==> config.mk <==
export PLATFORM = sky130hd
export DESIGN_NAME = uart_rx_os
export DESIGN_NICKNAME = d
export VERILOG_FILES = /design/src/rtl/uart_rx_os.sv
export SDC_FILE = /design/constraint.sdc
export NUM_CORES = 1
export LEC_CHECK = 0
export CELL_PAD_IN_SITES_DETAIL_PLACEMENT = 1
export CELL_PAD_IN_SITES_GLOBAL_PLACEMENT = 2
export CORE_ASPECT_RATIO = 0.9
export CORE_MARGIN = 2
export CORE_UTILIZATION = 35
export DETAILED_ROUTE_END_ITERATION = 6
export PLACE_DENSITY_LB_ADDON = 0.1
export SKIP_CTS_REPAIR_TIMING = 1
export SLEW_MARGIN = 20
export SYNTH_ARGS = -nofsm -noshare
export SYNTH_HDL_FRONTEND = slang
export SYNTH_SLANG_ARGS = --single-unit
==> constraint.sdc <==
create_clock -name clk_i -period 2.3 [get_ports clk_i]
set_input_delay 0.575 -clock clk_i [delete_from_list [all_inputs] [get_ports clk_i]]
set_output_delay 0.575 -clock clk_i [all_outputs]
set_load 0.02 [all_outputs]
==> src/rtl/uart_rx_os.sv <==
// Oversampling UART receiver: 2-flop input synchronizer, 3-sample majority vote per bit,
// optional parity, and a one-word holding register with ack/overrun handshake.
module uart_rx_os #(
   parameter int OVERSAMPLE = 16,
   parameter int DATA_BITS  = 8,
   parameter int PARITY     = 0
) (
   input  logic                 clk_i,
   input  logic                 rstn_i,
   input  logic                 clr_i,
   input  logic                 brg_stb_i,
   input  logic                 rxd_i,
   output logic [DATA_BITS-1:0] data_o,
   output logic                 valid_o,
   input  logic                 ack_i,
   output logic                 frame_err_o,
   output logic                 parity_err_o,
   output logic                 overrun_o,
   output logic                 busy_o
);

   localparam int TW = $clog2(OVERSAMPLE);
   localparam int BW = $clog2(DATA_BITS);

   localparam logic [TW-1:0] TICK_S0   = TW'(OVERSAMPLE/2 - 1);
   localparam logic [TW-1:0] TICK_S1   = TW'(OVERSAMPLE/2);
   localparam logic [TW-1:0] TICK_S2   = TW'(OVERSAMPLE/2 + 1);
   localparam logic [TW-1:0] TICK_LAST = TW'(OVERSAMPLE - 1);
   localparam logic [BW-1:0] BIT_LAST  = BW'(DATA_BITS - 1);

   typedef enum logic [2:0] {
      S_IDLE,
      S_START,
      S_DATA,
      S_PAR,
      S_STOP
   } state_t;

   state_t                 state_q;
   logic                   sync1_q;
   logic                   sync2_q;
   logic [TW-1:0]          tick_q;
   logic [BW-1:0]          bitcnt_q;
   logic [1:0]             samp_q;
   logic [DATA_BITS-1:0]   shift_q;
   logic                   par_q;
   logic [DATA_BITS-1:0]   data_q;
   logic                   valid_q;
   logic                   ferr_q;
   logic                   perr_q;
   logic                   ovr_q;
   logic                   busy_q;

   logic                   vote;
   logic                   at_vote;
   logic                   tick_wrap;
   logic                   done_d;
   logic                   perr_d;

   // The third sample is the live synchronized line at the vote tick.
   assign vote      = (samp_q[0] & samp_q[1]) | (samp_q[0] & sync2_q) | (samp_q[1] & sync2_q);
   assign at_vote   = (tick_q == TICK_S2);
   assign tick_wrap = (tick_q == TICK_LAST);
   assign done_d    = brg_stb_i && (state_q == S_STOP) && at_vote;

   always_comb begin
      perr_d = 1'b0;
      if (PARITY == 1) begin
         perr_d = ~(^shift_q ^ par_q);
      end else if (PARITY == 2) begin
         perr_d = ^shift_q ^ par_q;
      end
   end

   always_ff @(posedge clk_i or negedge rstn_i) begin
      if (!rstn_i) begin
         sync1_q  <= 1'b1;
         sync2_q  <= 1'b1;
         state_q  <= S_IDLE;
         tick_q   <= '0;
         bitcnt_q <= '0;
         samp_q   <= '0;
         shift_q  <= '0;
         par_q    <= 1'b0;
         data_q   <= '0;
         valid_q  <= 1'b0;
         ferr_q   <= 1'b0;
         perr_q   <= 1'b0;
         ovr_q    <= 1'b0;
         busy_q   <= 1'b0;
      end else if (clr_i) begin
         sync1_q  <= 1'b1;
         sync2_q  <= 1'b1;
         state_q  <= S_IDLE;
         tick_q   <= '0;
         bitcnt_q <= '0;
         samp_q   <= '0;
         shift_q  <= '0;
         par_q    <= 1'b0;
         data_q   <= '0;
         valid_q  <= 1'b0;
         ferr_q   <= 1'b0;
         perr_q   <= 1'b0;
         ovr_q    <= 1'b0;
         busy_q   <= 1'b0;
      end else begin
         sync1_q <= rxd_i;
         sync2_q <= sync1_q;
         ovr_q   <= 1'b0;

         if (valid_q && ack_i) begin
            valid_q <= 1'b0;
            ferr_q  <= 1'b0;
            perr_q  <= 1'b0;
         end

         // A word acked in the completion cycle frees the holder for the new word.
         if (done_d) begin
            if (!valid_q || ack_i) begin
               data_q  <= shift_q;
               valid_q <= 1'b1;
               ferr_q  <= ~vote;
               perr_q  <= perr_d;
            end else begin
               ovr_q <= 1'b1;
            end
         end

         if (brg_stb_i) begin
            if (tick_q == TICK_S0) samp_q[0] <= sync2_q;
            if (tick_q == TICK_S1) samp_q[1] <= sync2_q;
            if (state_q != S_IDLE) tick_q <= tick_wrap ? '0 : tick_q + 1'b1;

            case (state_q)
               S_IDLE: begin
                  if (!sync2_q) begin
                     state_q <= S_START;
                     tick_q  <= '0;
                     busy_q  <= 1'b1;
                  end
               end
               S_START: begin
                  if (at_vote && vote) begin
                     state_q <= S_IDLE;
                     tick_q  <= '0;
                     busy_q  <= 1'b0;
                  end else if (tick_wrap) begin
                     state_q  <= S_DATA;
                     bitcnt_q <= '0;
                  end
               end
               S_DATA: begin
                  if (at_vote) shift_q <= {vote, shift_q[DATA_BITS-1:1]};
                  if (tick_wrap) begin
                     if (bitcnt_q == BIT_LAST) begin
                        state_q  <= (PARITY != 0) ? S_PAR : S_STOP;
                        bitcnt_q <= '0;
                     end else begin
                        bitcnt_q <= bitcnt_q + 1'b1;
                     end
                  end
               end
               S_PAR: begin
                  if (at_vote) par_q <= vote;
                  if (tick_wrap) state_q <= S_STOP;
               end
               S_STOP: begin
                  // Leave early so the next start edge is never missed.
                  if (at_vote) begin
                     state_q <= S_IDLE;
                     tick_q  <= '0;
                     busy_q  <= 1'b0;
                  end
               end
               default: begin
                  state_q <= S_IDLE;
                  tick_q  <= '0;
                  busy_q  <= 1'b0;
               end
            endcase
         end
      end
   end

   assign data_o       = data_q;
   assign valid_o      = valid_q;
   assign frame_err_o  = ferr_q;
   assign parity_err_o = perr_q;
   assign overrun_o    = ovr_q;
   assign busy_o       = busy_q;

endmodule

Word level (Yosys, flattened, before mapping)
Index checks and enable logic that the tools add are counted.
{"block": "classes", "n_addsub": 2, "n_mux": 59, "n_eq_ne": 19, "n_bitwise": 6, "reduce_logical": 24}
{"op": "$mux W8", "n": 7}
{"op": "$mux W3", "n": 15}
{"op": "$mux W4", "n": 7}
{"op": "$mux W1", "n": 24}
{"op": "$ne A3 B3 Y1 const B", "n": 8}
{"op": "$pmux W4 S4", "n": 1}
{"op": "$pmux W3 S5", "n": 1}
{"op": "$reduce_bool A2 Y1", "n": 7}
{"op": "$eq A4 B4 Y1 const B", "n": 3}
{"op": "$reduce_and A5 Y1", "n": 2}
{"op": "$reduce_and A7 Y1", "n": 1}
{"op": "$eq A3 B2 Y1 const B", "n": 2}
{"op": "$eq A3 B3 Y1 const B", "n": 2}
{"op": "$pmux W3 S2", "n": 1}
{"op": "$reduce_and A2 Y1", "n": 3}
{"op": "$reduce_bool A3 Y1", "n": 2}
{"op": "$add A4 B1 Y4 const B", "n": 1}
{"op": "$eq A4 B3 Y1 const B", "n": 1}
{"op": "$logic_and A1 B1 Y1", "n": 4}
{"op": "$mux W2", "n": 2}
{"op": "$ne A4 B4 Y1 const B", "n": 1}
{"op": "$pmux W1 S4", "n": 1}
{"op": "$add A3 B1 Y3 const B", "n": 1}
{"op": "$and A1 B1 Y1", "n": 3}
{"op": "other kinds (9)", "n": 10}
{"block": "totals", "ff_bits": 35, "wordCells": 124}

Depth between registers and ports, before layout
Gate-level depths: netlist of the first run.
{"block": "logic_depth", "depth_word": 8, "mapped_depth": 8, "ltp_nobuf": 6}

Worst setup path before layout of the first run
OpenSTA, ideal clock, no wires.
{"block": "synth_path", "kind": "register to register", "from": "reg tick_q[0]", "to": "reg bitcnt_q[0]", "path_slack_ns": 0.602, "synth_period_minus_slack_ns": 1.698, "path_stages_with_launch": 6, "required_time_ns": 2.179, "path_buffers": 0, "t_arrival_ns": 1.577, "setup_time_ns": 0.121, "path_cell_list": "dfrtp_1 > ha_1 > nand3_1 > a211o_1 > o31a_1 > a22o_1"}
{"block": "synth_via", "elab_chain_cells": 4, "elab_cells_between_ends": 7, "classes_between": "eq/ne: 5; reduce/logical: 2"}
{"element": "from (decl)", "line_no": "42", "text": "logic [TW-1:0] tick_q;"}
{"element": "from (signal assigned)", "line_no": "132", "text": "if (state_q != S_IDLE) tick_q <= tick_wrap ? '0 : tick_q + 1'b1;"}
{"element": "$eq A4 B4 Y1", "line_no": "62", "text": "assign at_vote = (tick_q == TICK_S2);"}
{"element": "$logic_and A1 B1 Y1", "line_no": "143", "text": "if (at_vote && vote) begin"}
{"element": "$ne A3 B3 Y1 (no source line)"}
{"element": "$reduce_and A5 Y1 (no source line) (*)"}
{"element": "to (signal assigned)", "line_no": "159", "text": "bitcnt_q <= bitcnt_q + 1'b1;"}
{"element": "to (decl)", "line_no": "43", "text": "logic [BW-1:0] bitcnt_q;"}
Mark *: on every way between the ends. The rest lies on a longest branch, timed or not.
A chain may end at the register's enable or synchronous reset.

Worst setup path in the final report of the first run
Same ends and word-level chain as after synthesis.

==> flow_summary.yaml, run 1 <==
sta:
  max_freq_mhz: 499
  skew_ns: 0.00886
  slew_headroom_pct: 55.4
  setup_violations: 0
  hold_viol_final: 0
  rsz0062_at_grt: "false"
  hold_ws_ns: 0.496
  final_min_period_over_clock_period_pct: 87.2
  tightestPinTransition_ns: 0.664
  maxSlewViolCount: 0
  post-route-min-period_ns: 2.00
  finalSetupTns_ns: 0
floorplan:
  dieArea_um2: 5580
  core_um2: 4830
  dieWidth_um: 78.5
  ios: 19
  rows: 24
  start_util_pct: 36.2
  die_h_um: 71.0
logic_synthesis:
  synthCells: 174
  synth.area.top_cells: "dfrtp_1, mux2i_1, nand2_1, nor2_1, ha_1"
  syn_nets: 185
  synthFlopType: "dfrtp_1"
  yosys_register_bits: 35
  synth-warning-count: 0
  synth_area_um2: 1750
  synth-seq-area-share_pct: 50.3
  synth.largest_area_cell: "dfrtp_1"
  synth_top_area_share_pct: 47.2
  synth.distinct_cells: 49
  async_flop_share_pct: 100
  synth_edf_count: 0
  syn_avg_cell_area_um2: 10.0
pwr:
  p_sw_uw: 359
  p_per_area_nw_per_um2: 609
  p_leak_nw: 0.968
  combPwrFrac_pct: 13.2
  ir_worst_vdd_mv: 0.275
  swShare_pct: 28.3
  p_int_uw: 911
  clkPwrFrac_pct: 34.0
  seqPwrFrac_pct: 52.8
worst_setup_path:
  critPathMaxFanout: 5
  worstPathRequired_ns: 2.47
  crit_end: "bitcnt_q[0]$_DFFE_PN0P_"
  r2r_start: "tick_q[0]$_DFFE_PN0N_"
  path_class: "flip-flop to flip-flop"
  cp-start-kind: "flip-flop"
  cp-end-kind: "flip-flop"
  worstSetupStartpoint: "tick_q[0]$_DFFE_PN0N_"
  r2r_slack_ns: 0.30
  arrival_ns: 2.18
  r2r_cells: 5
  timing.rr.end: "bitcnt_q[0]$_DFFE_PN0P_"
drt:
  num_vias: 1373
  first_pass_iters: 4
  wl_mm: 4.32
  avgViaCountPerCell: 5.26
  drc: 0
  post_drt_wl_per_cell_um: 16.6
  drt_iter0_drc: 41
  ant_nets: 0
cts:
  clockBufferDepth: 2
  cts_tree: "yes"
  cts.sinks: 35
  cts-buffers-inserted: 5
  insertion_delay_ns: 0.29
  clk_pin_slew_ns: 0.07
  ctsRootBufferMaster: "clkbuf_8"
  htree_levels: 2
finish:
  nNetsFinal: 206
  area_growth_pct: 19.4
  multiInputGateArea_um2: 781
  drive_gt1_share_pct: 12.8
  register_area_um2: 878
  nFillCells: 537
  n_antenna_cell: 0
placement:
  routabilityCongestion: 0.786
  dp_hpwl_mm: 3.02
  port_buffers: 18
worst_hold_path:
  min_path_type: "flip-flop to flip-flop"
grt:
  grt_pass1_wl_mm: 7.51
  grt_max_degree: 36
  grt_remaining_overflow: 0
  grt_pass1_vias: 1457
  antenna_found_initial: 0
  track_usage_pct: 17.4
run:
  drv_cap: 0
status:
  status: "completed"
-- cell usage in the layout (no fill, tap or decap), types with 4 or more instances in the layout --
cell,synthesis,layout
o21ai_0,12,12
a22o_1,4,4
nand2_1,18,18
dfrtp_1,33,33
clkdlybuf4s50_1,0,18
a21oi_1,7,7
clkbuf_8,0,5
inv_1,7,7
mux2i_1,9,9
nor2_1,18,18
ha_1,5,5
buf_4,1,7
-- cells by family (layout without fill, tap and decap cells) --
logic type | count (synthesis) | count (layout) | synth area share (%)
muxes | 9 | 9 | 5.15
and+or+nand+nor | 59 | 59 | 16.5
buffers and inverters | 19 | 41 | 5.08
xor gates and xnor gates | 1 | 1 | 0.501
DFF | 35 | 35 | 50.3
AOI/OAI and AO/OA | 45 | 45 | 18.3
adders and majority gates | 6 | 6 | 4.15
-- state kept, by name (all words and copies together), names as in the netlist, 2 cells and up --
register and cells:
state_q 3, bitcnt_q 3, data_o 8, tick_q 4, shift_q 8, samp_q 2
-- critical path, cell delays in order, from the launching register on --
cell and delay (ns):
dfrtp_1 0.42, ha_1 0.29, nand3_1 0.22, a211o_1 0.36
o31a_1 0.34, a22o_1 0.25
-- layout make-up --
| cell class | count | share of cell area (%) |
|---|---|---|
| Timing Repair Buffer | 25 | 11.2 |
| Multi-Input combinational cell | 120 | 37.4 |
| Clock buffer | 5 | 3.30 |
| Clock inverter | 3 | 0.719 |
| Inverter | 8 | 1.44 |
| Tap cell | 65 | 3.90 |
| Sequential cell | 35 | 42.1 |
-- layer usage --
layer,routed length [um],track usage [%]
met4,20,4.68
met1,2170,24.7
met5,0,0
met2,2030,27.0
met3,108,3.95
-- power groups by stage --
stage | registers [mW] | logic, mW | clock network, mW
floorplan | 0.662 | 0.113 | 0
global placement | 0.681 | 0.164 | 0
detailed placement | 0.682 | 0.167 | 0
CTS | 0.671 | 0.168 | 0.452
global route | 0.679 | 0.189 | 0.483
finish | 0.671 | 0.168 | 0.431
-- through the flow --
step                utilization (%)  cells  power [mW]  instance area (um2)  setup WS, ns
floorplan                         -    174       0.775                 1750         0.602
global placement               41.4    253       0.845                 2000        0.0611
detailed placement             41.4    253       0.849                 2000        0.0468
CTS                            43.2    261        1.29                 2090         0.288
global route                   43.2    261        1.35                 2090         0.157
finish                         43.2    261        1.27                 2090         0.295
-- worst min path at each step --
stage	startpoint	endpoint	slack, ns	depth (start not counted)
after floorplan	rstn_i	bitcnt_q[0]$_DFFE_PN0P_	0.28	0
after global placement	shift_q[0]$_DFFE_PN0P_	shift_q[0]$_DFFE_PN0P_	0.46	2
after detailed placement	shift_q[0]$_DFFE_PN0P_	shift_q[0]$_DFFE_PN0P_	0.48	2
after CTS	shift_q[0]$_DFFE_PN0P_	shift_q[0]$_DFFE_PN0P_	0.50	2
after global routing	parity_err_o$_DFF_PN0_	parity_err_o$_DFF_PN0_	0.56	1
final	shift_q[0]$_DFFE_PN0P_	shift_q[0]$_DFFE_PN0P_	0.50	2
-- Yosys cell counts, types with 3 or more instances --
cell type,n
nor2_1,18
a22o_1,4
inv_1,7
buf_2,5
o21ai_0,12
a21oi_1,7
ha_1,5
mux2i_1,9
dfrtp_1,33
o211ai_1,3
clkbuf_1,3
nor3b_1,3
nand2_1,18
Power figures use the tool's default switching activity.
==> inputs of run 2 (changes only) <==
- CELL_PAD_IN_SITES_GLOBAL_PLACEMENT: 2 -> 1
- CORE_UTILIZATION: 35 -> 43
==> run 2 against run 1 <==
Against the previous run: critical path depth is the same; clock-buffer cell count grew 1; flip-flop and latch count is the same; critical endpoint is now bitcnt_q[1]$_DFFE_PN0P_; clock skew shrank 0.0040 ns.
==> flow_summary.yaml, run 2 (same netlist as run 1, synthesis figures left out) <==
finish:
  mostFrequentLayoutCell: "dfrtp_1"
  drive_gt1_share_pct: 13.2
  final_cell_mix: "dfrtp_1, nand2_1, nor2_1, clkdlybuf4s50_1, o21ai_0"
  n_antenna_cell: 0
  area_growth_pct: 19.1
  nNetsFinal: 208
  final_cells: 243
  nFillCells: 421
pwr:
  p_per_area_nw_per_um2: 619
  clkPwrFrac_pct: 34.7
  combPwrFrac_pct: 13.3
  p_sw_uw: 340
  seqPwrFrac_pct: 51.9
  p_int_uw: 948
  ir_worst_vdd_mv: 0.329
  swShare_pct: 26.4
  p_leak_nw: 0.977
cts:
  cts_tree: "yes"
  clockBufferDepth: 2
  htree_levels: 2
  clk_pin_slew_ns: 0.07
  insertion_delay_ns: 0.28
  cts-buffers-inserted: 5
  ctsRootBufferMaster: "clkbuf_8"
  cts.sinks: 35
grt:
  antenna_found_initial: 0
  track_usage_pct: 19.5
  grt_pass1_wl_mm: 7.02
  grt_max_degree: 36
  grt_pass1_vias: 1439
  grt_remaining_overflow: 0
placement:
  port_buffers: 18
  routabilityCongestion: 0.898
  placed_cells: 236
  dp_hpwl_mm: 2.89
worst_hold_path:
  holdPathEnd: "shift_q[0]$_DFFE_PN0P_"
  worst_hold_path.num_cells: 2
  min_path_type: "flip-flop to flip-flop"
  worstHoldStart: "shift_q[0]$_DFFE_PN0P_"
worst_setup_path:
  arrival_ns: 2.11
  cpMaxStageDelayCell: "dfrtp_1"
  critPathBufInv: 0
  crit_family: "compound AO/OA/AOI/OAI gates"
  slowest_delay_ns: 0.43
  critPathMaxFanout: 5
  path_cells: "ha_1, nand3_1, a211o_1, o31a_1, a22o_1"
  worstPathRequired_ns: 2.47
  r2r_start: "tick_q[0]$_DFFE_PN0N_"
  r2r_cells: 5
  timing.rr.end: "bitcnt_q[1]$_DFFE_PN0P_"
  cp-start-kind: "flip-flop"
  r2r_slack_ns: 0.36
  path_class: "flip-flop to flip-flop"
  cp-end-kind: "flip-flop"
drt:
  wl_mm: 4.03
  first_pass_iters: 4
  drt_iter0_drc: 81
  num_vias: 1375
  post_drt_wl_per_cell_um: 16.6
  avgViaCountPerCell: 5.66
  drc: 0
  ant_nets: 0
floorplan:
  die_h_um: 64.5
  start_util_pct: 45.9
  dieWidth_um: 71.2
  dieArea_um2: 4590
  core_um2: 3810
  ios: 19
  rows: 21
sta:
  rsz0062_at_grt: "false"
  setup_violations: 0
  finalSetupTns_ns: 0
  hold_viol_final: 0
  maxSlewViolCount: 0
  final_min_period_over_clock_period_pct: 84.3
  max_freq_mhz: 516
  slew_headroom_pct: 70.1
  post-route-min-period_ns: 1.94
  tightestPinTransition_ns: 0.448
  skew_ns: 0.00483
run:
  drv_cap: 0
status:
  status: "completed"
[run 2: cell types whose count changed in the layout (fill, tap and decap cells not counted), sizes merged]
cell / delta
clkbuf: +1
buf: +2
clkinv: -2
[run 2: layer usage]
layer	vias up	GRT usage, %	wire length, um
li1	662	-	-
met1	672	27.2	1970
met2	31	30.1	1840
met3	10	4.04	147
met4	0	7.08	70
met5	-	0	0
[run 2: tightest hold or removal path, stage by stage (launching register included)]
cell and delay [ns]:
dfrtp_1 0.36, nand2_1 0.05, o21ai_0 0.06
[run 2: metrics by stage]
stage	area (um2)	setup slack (ns)	total power, mW	util, %	hold WS [ns]
finish	2080	0.361	1.29	54.6	0.502
global route	2080	0.258	1.36	54.6	0.519
CTS	2080	0.369	1.30	54.6	0.502
detailed placement	1990	0.119	0.852	52.3	0.482
global placement	1990	0.158	0.848	52.3	0.468
floorplan	1750	0.602	0.775	-	0.279
[run 2: layout make-up]
type,instances,area (um2),area share [%]
Sequential cell,35,878,42.2
Timing Repair Buffer,27,248,11.9
Clock buffer,6,82.6,3.97
Tap cell,46,57.6,2.76
Multi-Input combinational cell,120,781,37.5
Clock inverter,1,5.00,0.240
Inverter,8,30.0,1.44
[run 2: worst max-delay path by stage]
stage	from	end	slack, ns	cells after the start
6_report	tick_q[0]$_DFFE_PN0N_	bitcnt_q[1]$_DFFE_PN0P_	0.36	5
2_1_floorplan	tick_q[0]$_DFFE_PN0N_	bitcnt_q[0]$_DFFE_PN0P_	0.60	5
5_1_grt	tick_q[0]$_DFFE_PN0N_	bitcnt_q[1]$_DFFE_PN0P_	0.26	5
4_1_cts	tick_q[0]$_DFFE_PN0N_	bitcnt_q[1]$_DFFE_PN0P_	0.37	5
3_5_place_dp	brg_stb_i	bitcnt_q[1]$_DFFE_PN0P_	0.12	5
3_3_place_gp	brg_stb_i	bitcnt_q[1]$_DFFE_PN0P_	0.16	5
[run 2: power groups by stage]
| stage | Combinational [mW] | Clock (mW) | Sequential (mW) |
|---|---|---|---|
| 2_1_floorplan | 0.113 | 0 | 0.662 |
| 6_report | 0.172 | 0.447 | 0.669 |
| 3_3_place_gp | 0.170 | 0 | 0.678 |
| 3_5_place_dp | 0.173 | 0 | 0.680 |
| 4_1_cts | 0.174 | 0.462 | 0.668 |
| 5_1_grt | 0.195 | 0.487 | 0.673 |
==> inputs of run 3 (changes only) <==
- clock period: 2.3 -> 1.9 ns (I/O delays scaled with it)
==> run 3 against run 2 <==
Against the previous run: flip-flop and latch count unchanged; critical path depth down 4; combinational power up 58%; cell area up 5.5%; setup slack worse by 0.27 ns; hold slack about the same; largest cell class unchanged; highest routed layer unchanged.
==> flow_summary.yaml, run 3 (same netlist as run 1, synthesis figures left out) <==
status:
  status: "completed"
pwr:
  p_total_mw: 1.74
  seqPwrFrac_pct: 45.9
  p_int_mw: 1.29
  ir_worst_vdd_mv: 0.487
  p_leak_nw: 1.04
  clkPwrFrac_pct: 38.5
  swShare_pct: 26.1
  p_sw_uw: 455
  p_per_area_nw_per_um2: 793
  combPwrFrac_pct: 15.6
drt:
  avgViaCountPerCell: 5.57
  num_vias: 1416
  wl_mm: 4.47
  wl_met3_um: 175
  first_pass_iters: 4
  drt-met1-wl_mm: 2.08
  wl_met2_mm: 2.17
  routed.top_layer: "met4"
  drt_iter0_drc: 78
  post_drt_wl_per_cell_um: 17.6
  drc: 0
  ant_nets: 0
worst_setup_path:
  r2r_slack_ns: 0.1
  arrival_ns: 1.33
  critPathBufInv: 1
  path_class: "flip-flop to output port"
  cp-end-kind: "output port"
  crit_family: "buffers and inverters"
  path_cells: "clkdlybuf4s50_1"
  cp-start-kind: "flip-flop"
  critPathMaxFanout: 5
  slowest_delay_ns: 0.63
  worstPathRequired_ns: 1.42
  cpMaxStageDelayCell: "clkdlybuf4s50_1"
grt:
  track_usage_pct: 21.5
  grt_pass1_vias: 1547
  grt_max_degree: 36
  grt_pass1_wl_mm: 7.66
  grt_remaining_overflow: 0
  antenna_found_initial: 0
cts:
  ctsRootBufferMaster: "clkbuf_8"
  clk_pin_slew_ns: 0.07
  htree_levels: 2
  insertion_delay_ns: 0.29
  cts-buffers-inserted: 5
  cts_tree: "yes"
  clockBufferDepth: 2
  cts.sinks: 35
sta:
  post-route-worst-setup-slack_ns: 0.0952
  hold_viol_final: 0
  max_freq_mhz: 554
  setup_violations: 0
  skew_ns: 0.00739
  post-route-min-period_ns: 1.80
  maxSlewViolCount: 0
  tightestPinTransition_ns: 0.452
  final_min_period_over_clock_period_pct: 95.0
  slew_headroom_pct: 69.9
finish:
  n_antenna_cell: 0
  final_cell_mix: "dfrtp_1, buf_4, nand2_1, nor2_1, clkdlybuf4s50_1"
  nFillCells: 426
  nNetsFinal: 218
  mostFrequentLayoutCell: "dfrtp_1"
  drive_gt1_share_pct: 20.7
  area_growth_pct: 25.7
placement:
  dp_hpwl_mm: 3.16
  routabilityCongestion: 0.923
  port_buffers: 18
  dpl_worst_slack_ns: -0.108
floorplan:
  dieWidth_um: 71.2
  core_um2: 3810
  die_h_um: 64.5
  ios: 19
  start_util_pct: 45.9
  rows: 21
  dieArea_um2: 4590
run:
  drv_cap: 0
worst_hold_path:
  min_path_type: "flip-flop to flip-flop"
run 3: power groups by stage:
stage               clock (mW)  combinational, mW  sequential [mW]
finish                   0.671              0.271            0.800
global route             0.714              0.299            0.806
CTS                      0.684              0.250            0.801
detailed placement           0              0.248            0.815
global placement             0              0.237            0.812
floorplan                    0              0.136            0.802
run 3: metrics by stage:
step | TNS [ns] | hold WS, ns | instances | area (um2) | utilization, %
CTS | -0.0579 | 0.504 | 250 | 2150 | 56.5
global route | -0.0169 | 0.519 | 254 | 2200 | 57.7
floorplan | 0 | 0.179 | 174 | 1750 | -
detailed placement | -0.739 | 0.489 | 242 | 2040 | 53.5
global placement | -0.145 | 0.469 | 242 | 2040 | 53.5
finish | 0 | 0.503 | 254 | 2200 | 57.7
run 3: metal layers:
layer / up-vias / GRT usage (%)
li1: 684 / -
met3: 4 / 4.20
met5: - / 0
met4: 0 / 4.95
met2: 29 / 36.0
met1: 699 / 29.0
run 3: worst reg2reg max path, stage by stage (launching register included):
cell	delay (ns)
dfrtp_1	0.42
ha_2	0.23
nand3_2	0.15
a211o_1	0.32
o31a_1	0.34
a22o_1	0.25
run 3: final cells by class:
class | count | area, um2 | area share, %
Timing Repair Buffer | 37 | 323 | 14.7
Sequential cell | 35 | 878 | 40.0
Clock buffer | 5 | 68.8 | 3.13
Clock inverter | 3 | 43.8 | 1.99
Inverter | 8 | 30.0 | 1.37
Tap cell | 46 | 57.6 | 2.62
Multi-Input combinational cell | 120 | 796 | 36.2
run 3: path summary, 6_finish.rpt:
kind / start / to / cells after the start
max: valid_o$_DFF_PN0_ / valid_o / 1
min: shift_q[0]$_DFFE_PN0P_ / shift_q[0]$_DFFE_PN0P_ / 2
max reg2reg: tick_q[1]$_DFFE_PN0N_ / bitcnt_q[2]$_DFFE_PN0P_ / 5
min reg2reg: shift_q[0]$_DFFE_PN0P_ / shift_q[0]$_DFFE_PN0P_ / 2
max in group asynchronous: rstn_i / sync1_q$_DFF_PN1_ / 2
min in group asynchronous: rstn_i / tick_q[0]$_DFFE_PN0N_ / 2
